[src/rtl/op_checker_timer.sv]
// Per-result watchdog: counts enabled cycles and flags expiry at TIMEOUT_CYCLES.
// Latency: expired is a registered-count compare, valid in the same cycle as the count.
// Ports: clk/reset (sync, active-high), clr (highest priority), en (count), expired (out).
module op_checker_timer #(
    parameter int TIMEOUT_CYCLES = 16
) (
    input  logic clk,
    input  logic reset,
    input  logic clr,
    input  logic en,
    output logic expired
);

    localparam int TW = $clog2(TIMEOUT_CYCLES + 1);

    logic [TW-1:0] cnt_q;
    logic [TW-1:0] cnt_d;

    assign expired = (cnt_q == TW'(TIMEOUT_CYCLES));

    // Count stops once expired so it can never wrap past the threshold.
    always_comb begin
        cnt_d = cnt_q;
        if (clr) begin
            cnt_d = '0;
        end else if (en && !expired) begin
            cnt_d = cnt_q + 1'b1;
        end
    end

    always_ff @(posedge clk) begin
        if (reset) begin
            cnt_q <= '0;
        end else begin
            cnt_q <= cnt_d;
        end
    end

endmodule

[config.mk]
export PLATFORM = sky130hd
export DESIGN_NAME = op_checker_timer
export DESIGN_NICKNAME = d
export VERILOG_FILES = /design/src/rtl/op_checker_timer.sv
export SDC_FILE = /design/constraint.sdc
export NUM_CORES = 1
export LEC_CHECK = 0
export BUFFER_PORTS_ARGS = -buffer_cell sky130_fd_sc_hd__clkbuf_2
export CAP_MARGIN = 0
export CORE_AREA = 3 3 40 42
export CTS_CLUSTER_SIZE = 25
export DETAILED_ROUTE_END_ITERATION = 7
export DIE_AREA = 0 0 43 45
export GPL_TIMING_DRIVEN = 0
export SLEW_MARGIN = 40
export SYNTH_ARGS = -nofsm -noshare
export SYNTH_HDL_FRONTEND = slang
export SYNTH_SLANG_ARGS = --single-unit
[constraint.sdc]
create_clock -name clk -period 3.2 [get_ports clk]
set_input_delay 0.48 -clock clk [delete_from_list [all_inputs] [get_ports clk]]
set_output_delay 0.48 -clock clk [all_outputs]
set_load 0.05 [all_outputs]
==> impl_metrics.ini <==
[run_status]
status = completed

[worst_setup_path]
slowest_delay_ns = 0.33
start_kind = flop
r2r.worst_path.cells = 6
arrival_ns = 1.34
worst-path-buf-inv = 3
worst-path-stages = 5
cp_slowest_cell = dfxtp_1
timing.rr.end = cnt_q[0]
r2r_start = cnt_q[0]
cp_max_fo = 4
regToRegSetupSlack_ns = 2.04
critical-path-top-delay-family = buffers and inverters
cp-startpoint = cnt_q[0]
critPathKind = flop to output port
path_cells = inv_1 > ha_1 > nand4bb_4 > inv_2 > clkbuf_2
critPathCaptureType = output port
crit_end = expired
crit_required_ns = 2.72

[global_route]
grt_start_max_net_pins = 7
antenna_found_initial = 0
grt-ovfl-total = 0
grt_pass1_vias = 218
grt_use_total = 0.0592
grt_first_pass_wirelength_um = 745

[floorplan]
start_util = 0.219
die_area_sq_um = 1940
core_area_sq_um = 1280
die-width_um = 43
fp-row-count = 13
die_h_um = 45
ios = 5

[final_layout]
top_register = cnt_q
area_growth_syn_to_layout_pct = 23.1
drive_gt1_frac = 0.351
reg.largest.list = cnt_q x5
largest_reg_flops = 5
antenna_cells = 0
fin_nets = 44
fin_util = 0.270
final_cells = 52

[clocking]
cts_resized = 0
cts_max_level = 1
cts_setup_buffers = 0
clock_latency_ns = 0.24
clockBufferDepth = 2
clockRootBuffer = clkbuf_4
cts_buffers = 3
cts.sinks = 5
cts_hold_buf = 0
clk_pin_slew_ns = 0.04
cts_tree = built

[routing]
ant_nets = 0
highest_layer = met4
drt_pass1_iterations = 2
viasPerCell = 4.08
wl_per_cell_um = 8.19
dr_total_vias = 212
drtIter0Drc = 2
m1WireLength_um = 172
met3WireLength_um = 21
routed_wl_um = 426
drcViolationCount = 0
wl_met2_um = 217

[placed_design]
gp_congestion = 0.684
place_hpwl_um = 370
port_buffers = 4
placed_cells = 48

[timing]
fin_skew_ns = 0.00410
rsz0062_at_grt = false
setup_viol = 0
setup_tns_ns = 0
tightest_slew_ns = 0.275
period_needed_ns = 1.82
final_max_slew_viol_count = 0
fin_crit_sh = 0.569
hold_viol = 0
slew_headroom = 0.818
max_clock_freq_mhz = 549

[logic_synthesis]
synthArstFlopShare = 0
yosysWarningCount = 0
syn_area_sq_um = 282
ys.flop_type = dfxtp_1
synth.most_common_cell = dfxtp_1
synth_top_cell_by_area = dfxtp_1
synth_top_area_share = 0.356
synth_edf_count = 0
synth.net_count = 35
yosysSeqAreaShare = 0.356
synthCells = 29
postSynthAreaPerCell_sq_um = 9.71
synth_seq_cells = 5
yosys-top-cells-area = dfxtp_1 36%, nand4bb_4 9.8%, xor2_1 9.3%
synth.distinct_cells = 14
synthTopCellsByCount = 5 x dfxtp_1, 3 x inv_1, 3 x nor2_1, 3 x xor2_1

[worst_hold_path]
hp-class = primary input to flop

[run]
maxCapViolations = 0

[power_and_ir_drop]
power_density_nw_per_um2 = 421
peakVddDrop_mv = 0.128
leakage_nw = 0.136
[metal layers]
layer / track usage / vias up
li1: - / 113
met1: 0.0435 / 94
met2: 0.0958 / 3
met3: 0.0359 / 2
met4: 0.0723 / 0
met5: 0 / -
[final cells by class]
| class | count | area, sq um |
|---|---|---|
| repair buffers | 4 | 20.0 |
| fillers | 145 | 938 |
| well taps | 15 | 18.8 |
| flip-flops and latches | 5 | 100 |
| inverters | 4 | 15.0 |
| multi-input cells | 20 | 166 |
| clock buffers | 4 | 26.3 |
[logic make-up (layout without fill, tap and decap cells)]
group                    after synthesis  after routing  share of synthesized area
AO/OA/AOI/OAI                          4              4                      0.129
XOR/XNOR                               3              3                     0.0934
adder cells (fa/ha/maj)                2              2                     0.0889
buffers and inverters                  4             12                     0.0533
flip-flops                             5              5                      0.356
AND/OR/NAND/NOR                       11             11                      0.280
[cells in the final DEF (no fill, tap or decap)]
cell type and instances:
ha_1 2, dfxtp_1 5, o21ai_1 1, inv_1 3, clkbuf_4 3, nand3_1 2, a21boi_2 2, xor2_1 3
nand2_1 2, nor3_2 1, clkbuf_2 4, clkbuf_1 1, nand4bb_4 1, nand4_1 2, o21ai_2 1, inv_2 1
nor2_1 3
[stage by stage]
step | instance area (sq um) | hold WS, ns | total power, W | setup slack [ns]
4_1_cts | 347 | 0.408 | 0.000150 | 1.36
3_3_place_gp | 320 | 0.508 | 0.0000742 | 1.63
2_1_floorplan | 282 | 0.475 | 0.0000702 | 1.80
6_report | 347 | 0.415 | 0.000146 | 1.38
5_1_grt | 347 | 0.412 | 0.000154 | 1.26
3_5_place_dp | 320 | 0.506 | 0.0000744 | 1.62
[power breakdown]
group / switching (W) / leakage, nW / internal, W
sequential: 0.000000821 / 0.0404 / 0.0000633
combinational: 0.00000502 / 0.0803 / 0.00000381
clock: 0.0000258 / 0.0150 / 0.0000471
[worst reg2reg max path, stage by stage, from the launching register on]
cell       delay (ns)
dfxtp_1          0.37
inv_1            0.07
ha_1             0.22
nand4bb_4        0.11
inv_2            0.06
o21ai_1          0.14
a21boi_2         0.07
[how the worst min path moves through the flow]
stage	from	slack, ns	cells after the start	endpoint
after global routing	clr	0.41	2	cnt_q[4]
after global placement	cnt_q[1]	0.51	2	cnt_q[1]
final	clr	0.42	2	cnt_q[4]
after CTS	clr	0.41	2	cnt_q[4]
after floorplan	cnt_q[1]	0.48	2	cnt_q[1]
after detailed placement	cnt_q[1]	0.51	2	cnt_q[1]
(Power assumes the default switching activity.)
